**src/rtl/bcd_sched_pkg.sv**
```systemverilog
// bcd_sched_pkg: shared FSM states and constants for the BCD conversion scheduler
package bcd_sched_pkg;
    typedef enum logic [1:0] {IDLE, LOAD, SHIFT, STORE} state_t;
    localparam int DIGIT_W   = 4;
    localparam int SHIFT_CNT = 8;
    localparam int SAT_LIMIT = 99;
endpackage

```
**src/rtl/bcd_dabble_core.sv**
```systemverilog
// bcd_dabble_core: iterative 8-bit double-dabble, one bit per clock, hundreds digit discarded
module bcd_dabble_core
    import bcd_sched_pkg::*;
(
    input  logic               clk,
    input  logic               rst,
    input  logic               start,
    input  logic [7:0]         bin,
    output logic               done,
    output logic [DIGIT_W-1:0] tens,
    output logic [DIGIT_W-1:0] ones
);
    logic [7:0] sr;
    logic [2:0] cnt;
    logic run;
    logic [DIGIT_W-1:0] t3, o3;
    assign t3 = tens >= 4'd5 ? tens + 4'd3 : tens;
    assign o3 = ones >= 4'd5 ? ones + 4'd3 : ones;
    always_ff @(posedge clk or negedge rst) begin
        if (!rst) begin
            sr   <= '0;
            cnt  <= '0;
            run  <= 1'b0;
            done <= 1'b0;
            tens <= '0;
            ones <= '0;
        end else begin
            done <= 1'b0;
            if (start) begin
                sr   <= bin;
                tens <= '0;
                ones <= '0;
                cnt  <= '0;
                run  <= 1'b1;
            end else if (run) begin
                // the bit shifted out of tens would be the hundreds digit; dropping it yields bin mod 100
                {tens, ones, sr} <= {t3[2:0], o3, sr, 1'b0};
                cnt <= cnt + 3'd1;
                if (cnt == 3'(SHIFT_CNT - 1)) begin
                    run  <= 1'b0;
                    done <= 1'b1;
                end
            end
        end
    end
endmodule

```
**src/rtl/bcd_conv_scheduler.sv**
```systemverilog
// bcd_conv_scheduler: round-robin sharing of one double-dabble BCD converter across NREQ channels
// Define BCD_SAT_EN to clamp inputs above 99 to 9/9 and raise the channel's ovf flag.
module bcd_conv_scheduler
    import bcd_sched_pkg::*;
#(
    parameter int NREQ  = 3,
    parameter int BIN_W = 8
) (
    input  logic                    clk,
    input  logic                    rst,
    input  logic [NREQ-1:0]         req,
    input  logic [NREQ*BIN_W-1:0]   bin_in,
    output logic [NREQ-1:0]         ack,
    output logic [NREQ*DIGIT_W-1:0] tens_out,
    output logic [NREQ*DIGIT_W-1:0] ones_out,
    output logic [NREQ-1:0]         ovf,
    output logic                    busy
);
    localparam int PW = NREQ > 1 ? $clog2(NREQ) : 1;
    state_t state, nxt;
    logic [PW-1:0] ptr, g, pick;
    logic done;
    logic [DIGIT_W-1:0] tens, ones, wt, wo;
    logic [BIN_W-1:0] bin_g;
    assign bin_g = bin_in[BIN_W*g +: BIN_W];
    // scan downward so the first requester at or after ptr wins
    always_comb begin
        pick = ptr;
        for (int i = NREQ - 1; i >= 0; i--)
            if (req[PW'((int'(ptr) + i) % NREQ)]) pick = PW'((int'(ptr) + i) % NREQ);
    end
    always_comb begin
        nxt = state;
        case (state)
            IDLE:  nxt = |req ? LOAD : IDLE;
            LOAD:  nxt = SHIFT;
            SHIFT: nxt = done ? STORE : SHIFT;
            STORE: nxt = IDLE;
        endcase
    end
    assign busy = state != IDLE;
    assign ack  = state == STORE ? NREQ'(1) << g : '0;
    always_ff @(posedge clk or negedge rst) begin
        if (!rst) begin
            state    <= IDLE;
            ptr      <= '0;
            g        <= '0;
            tens_out <= '0;
            ones_out <= '0;
        end else begin
            state <= nxt;
            if (state == IDLE && |req) g <= pick;
            if (state == SHIFT && done) begin
                tens_out[DIGIT_W*g +: DIGIT_W] <= wt;
                ones_out[DIGIT_W*g +: DIGIT_W] <= wo;
                ptr <= g == PW'(NREQ - 1) ? '0 : g + 1'b1;
            end
        end
    end
    bcd_dabble_core u_core (
        .clk   (clk),
        .rst   (rst),
        .start (state == LOAD),
        .bin   (bin_g),
        .done  (done),
        .tens  (tens),
        .ones  (ones)
    );
`ifdef BCD_SAT_EN
    logic sat;
    always_ff @(posedge clk or negedge rst) begin
        if (!rst) begin
            sat <= 1'b0;
            ovf <= '0;
        end else begin
            if (state == LOAD) sat <= bin_g > BIN_W'(SAT_LIMIT);
            if (state == SHIFT && done) ovf[g] <= sat;
        end
    end
    assign wt = sat ? DIGIT_W'(9) : tens;
    assign wo = sat ? DIGIT_W'(9) : ones;
`else
    assign ovf = '0;
    assign wt  = tens;
    assign wo  = ones;
`endif
endmodule
```
**config.mk**
```make
export PLATFORM = sky130hd
export DESIGN_NAME = bcd_conv_scheduler
export DESIGN_NICKNAME = d
export VERILOG_FILES = /design/src/rtl/bcd_sched_pkg.sv /design/src/rtl/bcd_dabble_core.sv /design/src/rtl/bcd_conv_scheduler.sv
export SDC_FILE = /design/constraint.sdc
export NUM_CORES = 1
export LEC_CHECK = 0
export BUFFER_PORTS_ARGS = -buffer_cell sky130_fd_sc_hd__clkbuf_2
export CAP_MARGIN = 15
export CORE_UTILIZATION = 49
export CTS_CLUSTER_SIZE = 16
export DETAILED_ROUTE_END_ITERATION = 8
export HOLD_SLACK_MARGIN = 0.05
export PLACE_DENSITY_LB_ADDON = 0.3
export SLEW_MARGIN = 15
export SYNTH_ARGS = -nofsm -noshare
export SYNTH_HDL_FRONTEND = slang
export SYNTH_SLANG_ARGS = --single-unit
```
**constraint.sdc**
```tcl
create_clock -name clk -period 1.8 [get_ports clk]
set_input_delay 0.18 -clock clk [delete_from_list [all_inputs] [get_ports clk]]
set_output_delay 0.18 -clock clk [all_outputs]
set_load 0.02 [all_outputs]
```
==> metrics.txt, run 1 <==
Util after Layout 61.2%; Synth Register Bits 51; Global Route Usage Sum 20.2%; worst skew pair latency 0.30 ns; initial drt markers 135; area fraction of the dominant cell type after synthesis 44.9%; Post-synth EDFFs 0; fin crit period 1.71 ns; synth top area cells dfrtp_1 (45%), ha_1 (8.8%), mux2i_1 (7.0%); Die Span Y 78.2 µm; Core Footprint 5540 µm²; Antenna Cells 0; CP Data Arrival Time 1.95 ns; layout cells sized above 1 27.2%; GP Congestion 0.818; CTS sink cnt 51; final hold vios 0; critical path class reg -> reg; leak pwr 1.66 nW; Worst Setup SP ptr[1]$_DFFE_PN0P_; CTS buffer count 5; Final period util 94.7%; largest net degree at the start of global routing 33; initial antenna violation count 0; Layout area overhead 19.3%; Slew Limit Fails 0; die span in x 78.2 µm; fmax 586 MHz; number of distinct library cells after synthesis 41; Final #Nets 395; required time of the worst setup path 2.04 ns; Async S/R FF share, synth 100%; H-tree depth 2; root buffer cell clkbuf_8; Max Cap Viol 0; vias in the first global route 2146; relative slew slack 65.4%; Critical Path Start Type flop; WHS 0.187 ns; worst hold path type in -> reg; WL final 5670 µm; synth warn 0; Total Neg Setup Slack 0 ns; cell accounting for the most synthesized area dfrtp_1; register area share after synthesis 44.9%; first-pass GRT wire length 9780 µm; CP Capture Type flop; RSZ-0062 raised after global routing no; Primary FF master, synth dfrtp_1; Rows 27; drt drc 0; Worst Skew 0.00290 ns; initial core utilization 51.3%; Cell Area, Placed 3220 µm²; crit-path max FO 5; syn_area_per_cell 9.98 µm²; Peak supply drop 765 µV; hold path startpoint bin_in[12]; reg2reg start ptr[1]$_DFFE_PN0P_; post-synthesis cell area 2840 µm²; GRT overflow 0; WL per Instance 13.6 µm; HPWL after DPL 4190 µm; Clock transition at path regs 0.09 ns; fin area 3390 µm²; outcome finished, final reports clean; post-DR vias/cell 5.22; Pre-antenna DRT Iters 4; die area 6110 µm²; # fillers 479; Detail Route Antenna Nets 0; Post-Syn Instances 285; Max Root-Sink Buffers 2; worst slew pin tran 0.519 ns; final setup vio count 0; Total Power 5.29 mW; Ports 60; PortBufs 56; PwrDens 1560 nW/µm²; CTS tree built; Vias 2181
==> final timing paths <==
kind                                                    to  slack, ns  depth (start not counted)
worst min register to register     ones_out[4]$_DFFE_PN0P_       0.48                          2
max in group asynchronous       u_core.ones[0]$_DFFE_PN0P_       0.87                          3
worst min-delay path              u_core.sr[4]$_DFFE_PN0P_       0.19                          4
min in group asynchronous          tens_out[6]$_DFFE_PN0P_       0.37                          2
worst max-delay path                      g[0]$_DFFE_PN0P_       0.09                          6
worst max register to register            g[0]$_DFFE_PN0P_       0.09                          6
==> synthesized netlist by cell type, types with 5 or more instances <==
cell       count
o21ai_0       28
nand2b_1       8
ha_1          20
mux2i_1       20
a21oi_1        8
nor2_1         9
o22ai_1        5
nand2_1       50
o2bb2ai_1      7
a22o_1         8
inv_1         13
dfrtp_1       51
clkbuf_1       6
mux2_2         5
==> through the flow <==
stage / setup WS [ns] / instances
3_3_place_gp: 0.0869 / 407
2_1_floorplan: 0.00992 / 287
5_1_grt: 0.0152 / 418
4_1_cts: 0.0231 / 416
3_5_place_dp: -0.00534 / 407
6_report: 0.0947 / 418
==> report_power, final <==
group	total, mW	switching, mW	internal [mW]
registers	1.88	0.357	1.52
clock network	0.766	0.358	0.408
logic	2.65	1.43	1.21
==> cells by family after synthesis <==
kind of cell             Yosys count  synth area share (%)
AND/OR/NAND/NOR                   87                  16.0
AO/OA/AOI/OAI                     68                  15.4
flip-flops                        51                  44.9
buffers and inverters             30                  4.84
multiplexers                      25                  9.02
adder cells (fa/ha/maj)           20                  8.80
XOR/XNOR                           3                 0.924
other                              1                 0.132
==> timing repair <==
action | in CTS | in global routing
gates cloned | 0 | 0
setup endpoints to repair | 7 | 16
hold endpoints to repair | 19 | 0
gates resized for setup | 3 | 8
pin swaps | 1 | 0
hold buffers | 1 | 0
setup buffers | 1 | 2
==> layout make-up <==
type	count	area, µm²	area share, %
Clock inverter	1	30.0	0.885
Sequential cell	51	1280	37.8
Multi-Input combinational cell	206	1480	43.5
Tap cell	72	90.1	2.65
Inverter	13	48.8	1.44
Clock buffer	6	72.6	2.14
Timing Repair Buffer	69	393	11.6
==> sequential cells by signal (all words and copies together), names as in the netlist <==
signal / flops
tens_out: 12
u_core.sr: 8
g: 2
u_core.tens: 4
state: 2
u_core.cnt: 3
u_core.done: 1
ones_out: 12
ptr: 2
u_core.run: 1
u_core.ones: 4
==> worst max-delay path, cell delays in order, from the launching register on <==
cell      delay (ns)
dfrtp_1         0.42
buf_4           0.16
ha_1            0.23
mux2_2          0.24
a211oi_1        0.07
or4_1           0.47
nand2_1         0.07
==> metal layers <==
layer | vias to the layer above | track usage [%] | wire length [µm]
met5 | - | 0 | 0
met4 | 0 | 7.22 | 86
met3 | 7 | 3.49 | 251
met2 | 68 | 34.7 | 2750
met1 | 1006 | 25.5 | 2580
li1 | 1100 | - | -
==> layout by cell type, fill, tap and decap left out, types with 2 or more instances in the layout <==
cell       Yosys  routed
nor3b_1        2       2
dfrtp_2        0       4
nand2_1       50      50
o21ai_0       28      28
nand3_1        4       3
clkbuf_8       0       5
nor2b_1        2       2
a21oi_1        8       7
a211oi_1       3       2
a21o_1         2       2
dfrtp_1       51      47
o2bb2ai_1      7       7
nor2_1         9       9
ha_2           0       2
inv_1         13      13
nand2b_1       8       8
mux2_2         5       5
a22o_1         8       8
o22ai_1        5       5
buf_4          3      11
mux2i_1       20      20
xnor2_1        3       3
clkbuf_2       1      56
nor4b_4        2       3
and2_1         4       4
conb_1         1       3
ha_1          20      17
Power figures use the tool's default switching activity.
==> run 2: changes to the inputs <==
Settings changed: REMOVE_ABC_BUFFERS set to 1, SETUP_SLACK_MARGIN set to 0.2.
==> run 2 against run 1 <==
  * Highest routed layer unchanged
  * Register-to-register slack gained 0.06 ns
  * Total power grew 12%
  * Cell count grew 4.8%
  * Sequential share of layout area shrank 2.6 points
  * Cell area grew 7.4%
  * Flip-flop and latch count is the same
  * Largest power group unchanged
==> metrics.txt, run 2 (same netlist as run 1, synthesis figures left out) <==
most frequent cells in the layout clkbuf_2 (53), nand2_1 (50), dfrtp_1 (48); Core Footprint 5540 µm² (unchanged); Crit path buffers/inverters 1 (unchanged); Clock transition at path regs 0.09 ns (about the same); CP max-delay cell or4_1; Pre-antenna DRT Iters 4 (unchanged); Layout area overhead 28.1%; Worst path top cell family by delay simple AND/OR/NAND/NOR gates; Sw Ratio 40.1% (-0.47 points); HPWL after DPL 4090 µm (-2.4%); largest registers ones_out (12), tens_out (12), u_core.sr (8); multi-input combinational cell area 1570 µm² (+5.9%); CTS sink cnt 51 (unchanged); Clk pwr share 13.2% (-1.3 points); GP Congestion 0.880 (+7.5%); final hold vios 0 (unchanged); Rows 27 (unchanged); Worst Skew 0.00491 ns (+0.00201 ns); worst hold path type in -> reg; first-pass GRT wire length 9920 µm (+1.4%); layout cells sized above 1 35.8% (+8.6 points); Die Span Y 78.2 µm (unchanged); critical path class reg -> reg; Total Neg Setup Slack 0 ns (unchanged); die area 6110 µm² (unchanged); post-DR vias/cell 5.27 (+0.95%); PortBufs 56 (unchanged); Critical Path Start Type flop; CTS buffer count 5 (unchanged); WL per Instance 14.0 µm (+3.4%); relative slew slack 58.1% (-7.2 points); H-tree depth 2 (unchanged); Slew Limit Fails 0 (unchanged); initial antenna violation count 0 (unchanged); Max Root-Sink Buffers 2 (unchanged); fmax 607 MHz (+3.4%); Peak supply drop 859 µV (+12%); outcome finished, final reports clean; Final period util 91.6% (-3.2 points); PwrDens 1630 nW/µm² (+4.5%); drt drc 0 (unchanged); Detail Route Antenna Nets 0 (unchanged); largest net degree at the start of global routing 52 (+58%); register share of total power 31.0% (-4.5 points); Worst path max stage delay 0.50 ns (+0.03 ns); Antenna Cells 0 (unchanged); Total Power 5.93 mW (+12%); RSZ-0062 raised after global routing yes; worst slew pin tran 0.628 ns (+0.109 ns); initial core utilization 51.3% (unchanged); Max Cap Viol 0 (unchanged); Register Area 1280 µm² (about the same); Ports 60 (unchanged); most common cell after layout, fill and taps aside clkbuf_2; required time of the worst setup path 2.05 ns (about the same); final setup vio count 0 (unchanged); fin crit period 1.65 ns (-0.0569 ns); Vias 2307 (+5.8%); crit-path max FO 8 (+3); WL final 6140 µm (+8.3%); CTS tree built; fin area 3640 µm² (+7.4%); GRT overflow 0 (unchanged); logic gate share of total power 55.9% (+5.8 points); CP Capture Type flop; internal power 3.55 mW (+13%); leak pwr 1.76 nW (+6.3%); Cell Area, Placed 3220 µm² (about the same); r2r setup slk 0.15 ns (+0.06 ns); Cell Chain, Critical Path inv_2 -> ha_4 -> mux2i_1 -> o22ai_1 -> or4_1 -> nand2_1; Final #Nets 415 (+5.1%); vias in the first global route 2110 (-1.7%); # fillers 462 (-3.5%); P_sw 2.38 mW (+11%); root buffer cell clkbuf_8; initial drt markers 93 (-31%); CP Data Arrival Time 1.90 ns (-0.05 ns); die span in x 78.2 µm (unchanged); worst skew pair latency 0.30 ns (about the same); Global Route Usage Sum 20.6% (+0.43 points)
run 2: cell count changes in the layout (fill, tap and decap cells not counted), sizes merged:
| cell | before | now |
|---|---|---|
| buf | 12 | 35 |
| clkbuf | 62 | 58 |
| clkinvlp | 0 | 1 |
run 2: cell type report:
class | count | share of cell area [%]
clock buffer | 5 | 1.89
tap | 72 | 2.47
multi-input combinational | 206 | 43.0
timing repair buffer | 89 | 15.1
clock inverter | 2 | 1.03
inverter | 13 | 1.41
sequential | 51 | 35.1
run 2: worst reg2reg max path, delay by kind of cell (launching register included):
kind            cells  cell delay [ns]
flops               1             0.37
fa+ha+maj           1             0.30
mux                 1             0.18
simple gates        2             0.57
buf+inv             1             0.07
compound gates      1             0.09
run 2: worst paths after layout:
kind,to,from,cells past startpoint
worst min register to register,tens_out[11]$_DFFE_PN0P_,tens_out[11]$_DFFE_PN0P_,2
max in group asynchronous,u_core.tens[0]$_DFFE_PN0P_,rst,3
worst min-delay path,u_core.sr[4]$_DFFE_PN0P_,bin_in[12],4
worst max register to register,g[0]$_DFFE_PN0P_,ptr[0]$_DFFE_PN0P_,6
min in group asynchronous,tens_out[7]$_DFFE_PN0P_,rst,3
worst max-delay path,g[0]$_DFFE_PN0P_,ptr[0]$_DFFE_PN0P_,6
run 2: repair_timing:
item | in CTS | in global routing
buffers inserted | 7 | 13
endpoints found under the hold margin | 51 | 0
hold buffers | 1 | 0
pin swaps | 4 | 5
endpoints found under the setup margin | 21 | 34
gates resized for setup | 18 | 27
run 2: power by group through the flow:
stage	Sequential [mW]	Clock [mW]	Combinational, mW
after floorplan	2.03	0	1.63
after global placement	1.82	0	2.51
after detailed placement	1.84	0	2.57
after CTS	1.81	0.800	2.85
after global routing	1.87	0.851	3.64
final	1.84	0.782	3.31
run 2: metrics by stage:
step | std cells | worst slack [ns] | hold WS (ns) | utilization, %
6_report | 438 | 0.152 | 0.185 | 65.8
2_1_floorplan | 270 | -0.137 | -0.116 | -
3_3_place_gp | 410 | 0.0687 | 0.329 | 58.2
5_1_grt | 438 | 0.106 | 0.204 | 65.8
3_5_place_dp | 410 | 0.0412 | 0.333 | 58.2
4_1_cts | 425 | 0.156 | 0.181 | 62.4
run 2: layer usage:
| metal | track usage, % | up-vias | part of all wire (%) |
|---|---|---|---|
| met2 | 33.2 | 66 | 49 |
| met5 | 0 | - | 0 |
| li1 | - | 1144 | - |
| met3 | 4.30 | 6 | 4.9 |
| met4 | 7.78 | 0 | 1.0 |
| met1 | 27.4 | 1091 | 45 |
==> run 3: changes to the inputs <==
Settings changed: CORE_UTILIZATION 49 to 55.
Clock period 1.8 ns to 1.65 ns, I/O delays scaled along.
==> run 3 against run 2 <==
  * Sequential share of layout area down 3.0 points
  * Highest routed layer unchanged
  * Via count up 10%
  * Total power up 23%
  * Critical endpoint unchanged
  * The run now ends with setup timing left
  * Largest cell class unchanged
  * Combinational power up 34%
  * Largest power group unchanged
==> metrics.txt, run 3 (same netlist as run 1, synthesis figures left out) <==
fin crit period 1.73 ns (+0.0836 ns); leak pwr 1.94 nW (+10%); multi-input combinational cell area 1760 µm² (+13%); placed instance count 411 (+0.24%); Ports 60 (unchanged); die area 5460 µm² (-11%); first-pass GRT wire length 11000 µm (+11%); Total Power 7.31 mW (+23%); Critical Path Start Type flop; WL final 7650 µm (+24%); GP Congestion 0.867 (-1.5%); Final #Nets 424 (+2.2%); RSZ-0062 raised after global routing yes; HPWL after DPL 4200 µm (+2.5%); relative slew slack 64.2% (+6.1 points); largest net degree at the start of global routing 33 (-37%); Die Span Y 73.9 µm (-5.5%); Antenna Cells 0 (unchanged); fmax 577 MHz (-4.8%); # fillers 263 (-43%); H-tree depth 2 (unchanged); Slew Limit Fails 0 (unchanged); Worst path max stage delay 0.52 ns (+0.02 ns); layout cells sized above 1 47.1% (+11 points); Vias 2545 (+10%); crit-path max FO 7 (-1); Core Footprint 4850 µm² (-12%); Clock transition at path regs 0.10 ns (about the same); most common cell after layout, fill and taps aside clkbuf_2; critical path class reg -> reg; CTS sink cnt 51 (unchanged); required time of the worst setup path 1.90 ns (-0.15 ns); fin worst setup slack -0.0820 ns (-0.234 ns); outcome complete, but fails checks; Global Route Usage Sum 26.8% (+6.1 points); failing checks setup timing; CTS buffer count 5 (unchanged); initial antenna violation count 0 (unchanged); post-DR vias/cell 5.74 (+9.1%); fin cells 443 (+1.1%); Peak supply drop 922 µV (+7.3%); worst hold path type in -> reg; Worst Skew 0.00931 ns (+0.00441 ns); final setup vio count 1 (+1); Cell Chain, Critical Path ha_4 -> mux2i_1 -> o22ai_1 -> or4_1 -> nand2_1; Final period util 105% (+13 points); most frequent cells in the layout clkbuf_2 (53), dfrtp_1 (49), nand2_1 (33); worst skew pair latency 0.31 ns (about the same); Pre-antenna DRT Iters 4 (unchanged); CTS tree built; largest registers ones_out (12), tens_out (12), u_core.sr (8); Layout area overhead 40.0%; CP Data Arrival Time 1.99 ns (+0.09 ns); Rows 25 (-7.4%); GRT overflow 0 (unchanged); Total Neg Setup Slack -0.0820 ns (-0.0820 ns); initial core utilization 58.7% (+7.3 points); Detail Route Antenna Nets 0 (unchanged); PortBufs 56 (unchanged); pre-CTS WS -0.153 ns (-0.194 ns); WHS 0.164 ns (-0.0213 ns); PwrDens 1840 nW/µm² (+13%); r2r setup slk -0.08 ns (-0.23 ns); root buffer cell clkbuf_8; Max Root-Sink Buffers 2 (unchanged); worst slew pin tran 0.537 ns (-0.0909 ns); die span in x 73.9 µm (-5.5%); initial drt markers 195 (+110%); CP Capture Type flop; final hold vios 0 (unchanged); CP max-delay cell or4_1; WL per Instance 17.3 µm (+23%); Register Area 1280 µm² (about the same); Max Cap Viol 0 (unchanged); drt drc 0 (unchanged); vias in the first global route 2281 (+8.1%)
## run 3: changes by cell type in the layout (fill, tap and decap cells not counted), sizes merged
cell	delta
clkbuf	+1
clkinvlp	-1
buf	+8
clkinv	+2
bufinv	-1
inv	+1
## run 3: stage by stage
stage                     cell area, µm²  utilization, %
after floorplan                     2760               -
after global placement              3300            68.1
after detailed placement            3300            68.1
after CTS                           3790            78.3
after global routing                3980            82.1
final                               3980            82.1
## run 3: area by class of cell
cell class | count | area share [%]
Clock buffer | 5 | 1.73
Clock inverter | 3 | 0.723
Inverter | 13 | 1.29
Multi-Input combinational cell | 206 | 44.2
Sequential cell | 51 | 32.1
Tap cell | 67 | 2.10
Timing Repair Buffer | 98 | 17.8
## run 3: critical path, delay by kind of cell, from the launching register on
| kind | cells | cell delay (ns) |
|---|---|---|
| DFF | 1 | 0.45 |
| AOI/OAI and AO/OA | 1 | 0.10 |
| adders and majority gates | 1 | 0.32 |
| and+or+nand+nor | 2 | 0.61 |
| muxes | 1 | 0.19 |
## run 3: final timing paths
path / startpoint / to / cells past startpoint
hold / removal: bin_in[9] / u_core.sr[1]$_DFFE_PN0P_ / 4
setup reg to reg: ptr[1]$_DFFE_PN0P_ / g[0]$_DFFE_PN0P_ / 5
max in group asynchronous: rst / tens_out[1]$_DFFE_PN0P_ / 3
hold reg to reg: tens_out[11]$_DFFE_PN0P_ / tens_out[11]$_DFFE_PN0P_ / 2
min in group asynchronous: rst / state[1]$_DFF_PN0_ / 2
setup / recovery: ptr[1]$_DFFE_PN0P_ / g[0]$_DFFE_PN0P_ / 5
## run 3: what timing repair did
action | in CTS | in global routing
resized for setup | 77 | 46
endpoints found under the setup margin | 34 | 43
hold buffers | 1 | 0
gates cloned | 0 | 1
setup buffers | 17 | 5
hold endpoints to repair | 19 | 0
pin swaps | 26 | 20
## run 3: routing by layer
metal  track usage [%]  vias up  part of all wire, %
li1                  -     1168                    -
met1              33.6     1242                   42
met2              46.8      122                   50
met3              4.66       13                  5.9
met4              8.55        0                  1.8
met5                 0        -                    0
## run 3: power by group
group | internal (mW) | switching (mW) | leakage (nW) | total [mW]
Clock | 0.315 | 0.453 | 0.0502 | 0.768
Combinational | 2.17 | 2.28 | 1.23 | 4.45
Sequential | 1.65 | 0.444 | 0.659 | 2.10
Total | 4.13 | 3.18 | 1.94 | 7.31
